<file path="config.mk">
export PLATFORM = sky130hd
export DESIGN_NAME = tdc_sequencer
export DESIGN_NICKNAME = d
export VERILOG_FILES = /design/src/rtl/tdc_sequencer.sv
export SDC_FILE = /design/constraint.sdc
export NUM_CORES = 1
export LEC_CHECK = 0
export CORE_MARGIN = 3
export CORE_UTILIZATION = 53
export DETAILED_ROUTE_END_ITERATION = 12
export PLACE_DENSITY_LB_ADDON = 0.25
export RECOVER_POWER = 50
export SETUP_SLACK_MARGIN = 0.4
export SYNTH_ARGS = -nofsm -noshare
export SYNTH_HDL_FRONTEND = slang
export SYNTH_SLANG_ARGS = --single-unit
</file>
<file path="constraint.sdc">
create_clock -name clk -period 2.2 [get_ports clk]
set_input_delay 0.66 -clock clk [delete_from_list [all_inputs] [get_ports clk]]
set_output_delay 0.66 -clock clk [all_outputs]
set_load 0.02 [all_outputs]
</file>
<file path="src/rtl/tdc_sequencer.sv">
// TDC measurement sequencer: runs 2^AVG_LOG2 pulse-counter conversions per request,
// times each one in clk cycles and returns the truncated average (or a timeout flag).
module tdc_sequencer #(
  parameter int TIME_BITS      = 16,
  parameter int AVG_LOG2       = 2,
  parameter int TIMEOUT_CYCLES = 1000
) (
  input  logic                 clk,
  input  logic                 rst,
  input  logic                 req_valid,
  output logic                 req_ready,
  input  logic                 abort,
  input  logic                 pulse_counter_full,
  output logic                 cnt_clear,
  output logic                 cnt_en,
  output logic                 busy,
  output logic                 res_valid,
  input  logic                 res_ready,
  output logic [TIME_BITS-1:0] res_data,
  output logic                 res_timeout
);

  localparam int SUM_BITS = TIME_BITS + AVG_LOG2;
  localparam logic [TIME_BITS-1:0] TIME_LAST = TIME_BITS'(TIMEOUT_CYCLES - 1);
  localparam logic [AVG_LOG2-1:0]  IDX_LAST  = '1;

  typedef enum logic [2:0] {
    S_IDLE  = 3'd0,
    S_CLEAR = 3'd1,
    S_RUN   = 3'd2,
    S_ACCUM = 3'd3,
    S_DONE  = 3'd4
  } state_t;

  state_t                state_reg;
  logic [TIME_BITS-1:0]  time_cnt_reg;
  logic [SUM_BITS-1:0]   sum_reg;
  logic [AVG_LOG2-1:0]   meas_idx_reg;
  logic [TIME_BITS-1:0]  res_data_reg;
  logic                  res_timeout_reg;
  logic [SUM_BITS-1:0]   sum_next;

  // Sum including the conversion being accumulated; its upper bits are the average.
  assign sum_next = sum_reg + SUM_BITS'(time_cnt_reg);

  always_ff @(posedge clk or negedge rst) begin
    if (!rst) begin
      state_reg       <= S_IDLE;
      time_cnt_reg    <= '0;
      sum_reg         <= '0;
      meas_idx_reg    <= '0;
      res_data_reg    <= '0;
      res_timeout_reg <= 1'b0;
    end else begin
      case (state_reg)
        S_IDLE: begin
          if (req_valid) begin
            sum_reg         <= '0;
            meas_idx_reg    <= '0;
            res_timeout_reg <= 1'b0;
            state_reg       <= S_CLEAR;
          end
        end
        S_CLEAR: begin
          if (abort) begin
            state_reg <= S_IDLE;
          end else begin
            time_cnt_reg <= '0;
            state_reg    <= S_RUN;
          end
        end
        S_RUN: begin
          // End-of-conversion beats a coincident timeout.
          if (abort) begin
            state_reg <= S_IDLE;
          end else if (pulse_counter_full) begin
            state_reg <= S_ACCUM;
          end else if (time_cnt_reg == TIME_LAST) begin
            res_timeout_reg <= 1'b1;
            res_data_reg    <= '1;
            state_reg       <= S_DONE;
          end else begin
            time_cnt_reg <= time_cnt_reg + TIME_BITS'(1);
          end
        end
        S_ACCUM: begin
          if (abort) begin
            state_reg <= S_IDLE;
          end else begin
            sum_reg <= sum_next;
            if (meas_idx_reg == IDX_LAST) begin
              res_data_reg <= sum_next[SUM_BITS-1:AVG_LOG2];
              state_reg    <= S_DONE;
            end else begin
              meas_idx_reg <= meas_idx_reg + AVG_LOG2'(1);
              state_reg    <= S_CLEAR;
            end
          end
        end
        S_DONE: begin
          if (res_ready) begin
            state_reg <= S_IDLE;
          end
        end
        default: state_reg <= S_IDLE;
      endcase
    end
  end

  assign req_ready   = (state_reg == S_IDLE);
  assign busy        = (state_reg != S_IDLE);
  assign cnt_clear   = (state_reg == S_CLEAR);
  assign cnt_en      = (state_reg == S_RUN);
  assign res_valid   = (state_reg == S_DONE);
  assign res_data    = res_data_reg;
  assign res_timeout = res_timeout_reg;

endmodule

</file>
; ---- Word-level counts from Yosys, hierarchy flattened
; Index checks and enable logic that the tools add are counted.
[word_totals]
rom_bits = 0
memories = 0
reg_bits = 56
word_cells = 70
inputBits = 6
latch_bits = 0
ram_bits = 0
[classes]
multipliers = 0
reduce_logical = 12
bitwise_logic = 0
n_eq_ne = 17
shifts = 0
div_mod_pow = 0
muxes = 32
magnitude_cmp = 0
add_sub_neg = 3
[ops]
columns = op, n
row1 = 2-to-1 mux 16 bit, 9
row2 = one-hot mux 16 bit (2 select lines), 2
row3 = 2-to-1 mux 18 bit, 2
row4 = one-hot mux 18 bit (2 select lines), 1
row5 = 2-to-1 mux 3 bit, 7
row6 = adder 18 x 16 -> 18 bit, 1
row7 = adder 16 x 1 -> 16 bit (second input constant), 1
row8 = equality test 16 x 10 -> 1 bit (second input constant), 1
row9 = inequality test 2 bit (second input constant), 8
row10 = one-hot mux 3 bit (5 select lines), 1
row11 = AND reduction 5 bit, 2
row12 = 2-to-1 mux 2 bit, 4
row13 = nonzero test 2 bit, 4
row14 = equality test 3 x 2 -> 1 bit (second input constant), 2
row15 = AND reduction 3 bit, 2
row16 = AND reduction 6 bit, 1
row17 = 2-to-1 mux 1 bit, 4
row18 = inequality test 2 x 1 -> 1 bit (second input constant), 2
row19 = inequality test 4 x 3 -> 1 bit (second input constant), 1
row20 = one-hot mux 2 bit (2 select lines), 1
row21 = AND reduction 4 bit, 1
row22 = equality test 3 x 1 -> 1 bit (second input constant), 1
row23 = equality test 3 bit (second input constant), 1
row24 = zero test 3 bit, 1
row25 = other kinds (4), 4

; ---- Depth between registers and ports, before layout
[depth]
word_depth = 5
mapped_depth = 9
ltp_nobuf = 9

; ---- Worst setup path after synthesis
; No wires, ideal clock.
[synth_path]
path_kind = register to register
from = register time_cnt_reg[0]
to = register res_data_reg[14] (netlist: res_data[14])
n_path_buf = 0
stages_incl_launch_ff = 10
t_arrival_ns = 2.051
slack_ns = 0.021
setup_ns = 0.128
cell_sequence = dfrtp_1 ha_1 inv_1 fa_1 nor2b_1 o311ai_1 a31o_2 a31oi_1 xnor2_1 a21oi_1
[synth_via]
elab_chain_len = 4
elab_cells_between_ends = 7
classes_between = add/sub: 1 / eq/ne: 2 / mux: 3 / reduce/logical: 1
[synth_lines]
columns = item, line
row1 = start: declaration, 36  ; logic [TIME_BITS-1:0] time_cnt_reg;
row2 = start signal: assignment, 83  ; time_cnt_reg <= time_cnt_reg + TIME_BITS'(1);
row3 = adder 18 x 16 -> 18 bit, 44  ; assign sum_next = sum_reg + SUM_BITS'(time_cnt_reg);
row4 = 2-to-1 mux 16 bit, 91  ; if (meas_idx_reg == IDX_LAST) begin
row5 = 2-to-1 mux 16 bit, 87  ; if (abort) begin
row6 = one-hot mux 16 bit (2 select lines), 55  ; case (state_reg)
row7 = end signal: assignment, 92  ; res_data_reg <= sum_next[SUM_BITS-1:AVG_LOG2];
row8 = end: declaration, 39  ; logic [TIME_BITS-1:0] res_data_reg;
; Several ways; a longest one is shown, not always the timed one. The select of a mux whose other input is x is not followed.
; A chain may end at the register's enable or synchronous reset.

; ---- Worst setup path in the final report
[layout_path]
from = register time_cnt_reg[0]
to = register sum_reg[14]
[layout_via]
elab_chain_len = 3
[layout_lines]
columns = item, line
row1 = adder 18 x 16 -> 18 bit, 44
row2 = 2-to-1 mux 18 bit, 87
row3 = one-hot mux 18 bit (2 select lines), 55
row4 = end signal: assignment, 90  ; sum_reg <= sum_next;
row5 = end: declaration, 37  ; logic [SUM_BITS-1:0] sum_reg;
; No other way between the ends. The select of a mux whose other input is x is not followed.

==> results.yml <==
clock_tree:
  cts.clk_slew.worst_paths_ns: 0.12
  hold_buffers: 0
  cts_num_sinks: 56
  cts_buffers: 5
  cts_tree: "yes"
  clock_path_buffers: 2
  htreeDepth: 2
  clk_latency_ns: 0.33
  cts_root_buffer: "clkbuf_8"
cells_and_area:
  drive_gt1_share_pct: 41.3
  multi_input_area_mm2: 0.00240
  nets: 470
  area_growth_pct: 49.6
  regArea_mm2: 0.00141
  fin_cells: 521
  n_antenna_cell: 0
  fin_area_mm2: 0.00500
  largest_reg_flops: 18
  num-fill-cells: 319
run_status:
  failed_checks: "negative setup slack"
  status: "finished, violations left"
global_route:
  grt_use_met3_pct: 4.56
  overflow: 0
  grt_pass1_vias: 3371
  grt_pass1_wl_um: 17100
  busiest_layer: "met2"
  use_met1_pct: 38.1
  grt_max_degree: 23
  antenna_found_initial: 0
  met2_usage_pct: 49.4
  grt_usage_pct: 30.0
sta:
  fin_skew_ns: 0.0168
  max_freq_ghz: 0.452
  period_share_pct: 100
  hold_ws_ns: 0.514
  setup_viol: 1
  tns_ns: -0.0108
  fin_ws_ns: -0.0108
  drv_slew: 0
  tightestPinTransition_ns: 1.26
  rsz0062_at_grt: "yes"
  slew_headroom_pct: 16.0
  min_period_ns: 2.21
  hold_viol_final: 0
logic_synthesis:
  yosys_warnings: 0
  synth_area_mm2: 0.00334
  yosysMostFrequentCell: "dfrtp_1"
  synth_cell_types: 65
  yosys-top-cells-area: "dfrtp_1 (42%), ha_1 (6.7%), xnor2_1 (3.4%)"
  yosysTopAreaCell: "dfrtp_1"
  async_flop_share_pct: 100
  synth_area_per_cell_um2: 9.89
  synth_enable_flop_cells: 0
  synth_common_cells: "dfrtp_1 (56), nand2_1 (28), nor2_1 (28)"
  ys.flop_type: "dfrtp_1"
  ys_seq_elements: 56
  ys_seq_area_share_pct: 41.9
  syn_inst: 338
  synth_fp_nets: 363
  yosys.area.top_type_share_pct: 41.9
place:
  place_hpwl_um: 6120
  dp.cells: 477
  placed_area_mm2: 0.00413
  port_buffers: 27
  place.gp.congestion: 0.848
routing:
  via_per_inst: 6.45
  dr.pass1.iters: 4
  num_vias: 3362
  routedWlPerCell_um: 22.6
  detail-route-antenna-nets: 0
  drc: 0
  wl_um: 11800
  drtIter0Drc: 262
setup_path:
  cp_max_fo: 3
  crit_path_start_kind: "flop"
  crit_type: "reg2reg"
  crit_arrival_ns: 2.42
  end_kind: "flop"
  critical_path_required_ns: 2.41
floorplanning:
  rows: 28
  die_x_um: 85.4
  die_h_um: 85.4
  dieArea_mm2: 0.00730
  coreArea_mm2: 0.00603
  start_util_pct: 55.5
  io_pins: 28
power_and_ir_drop:
  irDropWorstVdd_v: 0.000749
  p_leak_nw: 2.37
  total_power_mw: 3.11
  power_density_mw_per_mm2: 621
job:
  cap_violations: 0
min_path:
  min_path_type: "reg2reg"
==> path summary, 6_finish.rpt <==
check	slack, ns	cells after the start	endpoint	startpoint
hold / removal	0.51	1	res_data[7]	res_data[7]
setup / recovery	-0.01	9	sum_reg[14]	time_cnt_reg[0]
setup reg to reg	-0.01	9	sum_reg[14]	time_cnt_reg[0]
max in group asynchronous	0.51	2	time_cnt_reg[8]	rst
hold reg to reg	0.51	1	res_data[7]	res_data[7]
min in group asynchronous	0.57	1	time_cnt_reg[0]	rst
==> routing by layer <==
metal,vias up,share of wire (%)
met5,-,0
met4,0,4.9
met2,209,50
li1,1456,-
met3,50,6.1
met1,1647,39
==> what timing repair did <==
action | CTS | global route
setup endpoints to repair | 74 | 57
resized for setup | 104 | 55
buffers inserted | 25 | 11
pin swaps | 41 | 26
==> worst max-delay path, stage by stage, from the launching register on <==
cell	delay (ns)
dfrtp_2	0.47
ha_4	0.20
inv_2	0.06
fa_2	0.22
nor2b_4	0.06
o311ai_4	0.30
nand4b_1	0.13
a31oi_1	0.25
xnor2_1	0.15
a22o_1	0.23
==> area by class of cell <==
type | count | share of cell area [%]
multi-input cells | 261 | 48.0
flip-flops and latches | 56 | 28.2
repair buffers | 109 | 18.8
well taps | 75 | 1.88
clock buffers | 5 | 1.38
inverters | 12 | 0.950
clock inverters | 3 | 0.850
==> power by group <==
part           switching, mW  internal, mW  total [mW]
combinational          0.642         0.592        1.23
sequential            0.0621          1.10        1.16
clock                  0.375         0.338       0.713
total                   1.08          2.03        3.11
==> cell usage in the layout, fill, tap and decap left out, types with 9 or more instances in the layout <==
master         Yosys  layout
dlygate4sd2_1      0      18
buf_6              1      23
xor2_1            12      11
nand3_1           15      11
ha_4               0      11
buf_4              2      58
a21oi_1           22      15
nand2_1           28      22
nor2_1            28      25
inv_1             11       9
o22a_1            11      11
dfrtp_1           56      49
==> logic make-up (layout without fill, tap and decap cells) <==
family | Yosys count | after routing | share of synthesized area (%)
compound gates | 99 | 99 | 23.3
xor+xnor | 25 | 25 | 6.55
fa+ha+maj | 19 | 19 | 7.33
buf+inv | 21 | 129 | 2.88
flops | 56 | 56 | 41.9
mux | 3 | 3 | 0.935
simple gates | 115 | 115 | 17.1
==> per-stage QoR <==
stage | worst slack [ns] | utilization (%)
2_1_floorplan | 0.156 | -
3_3_place_gp | -0.202 | 68.5
3_5_place_dp | -0.199 | 68.5
4_1_cts | 0.0198 | 78.7
5_1_grt | -0.0773 | 83.0
6_report | -0.0108 | 83.0
Power figures use the tool's default switching activity.
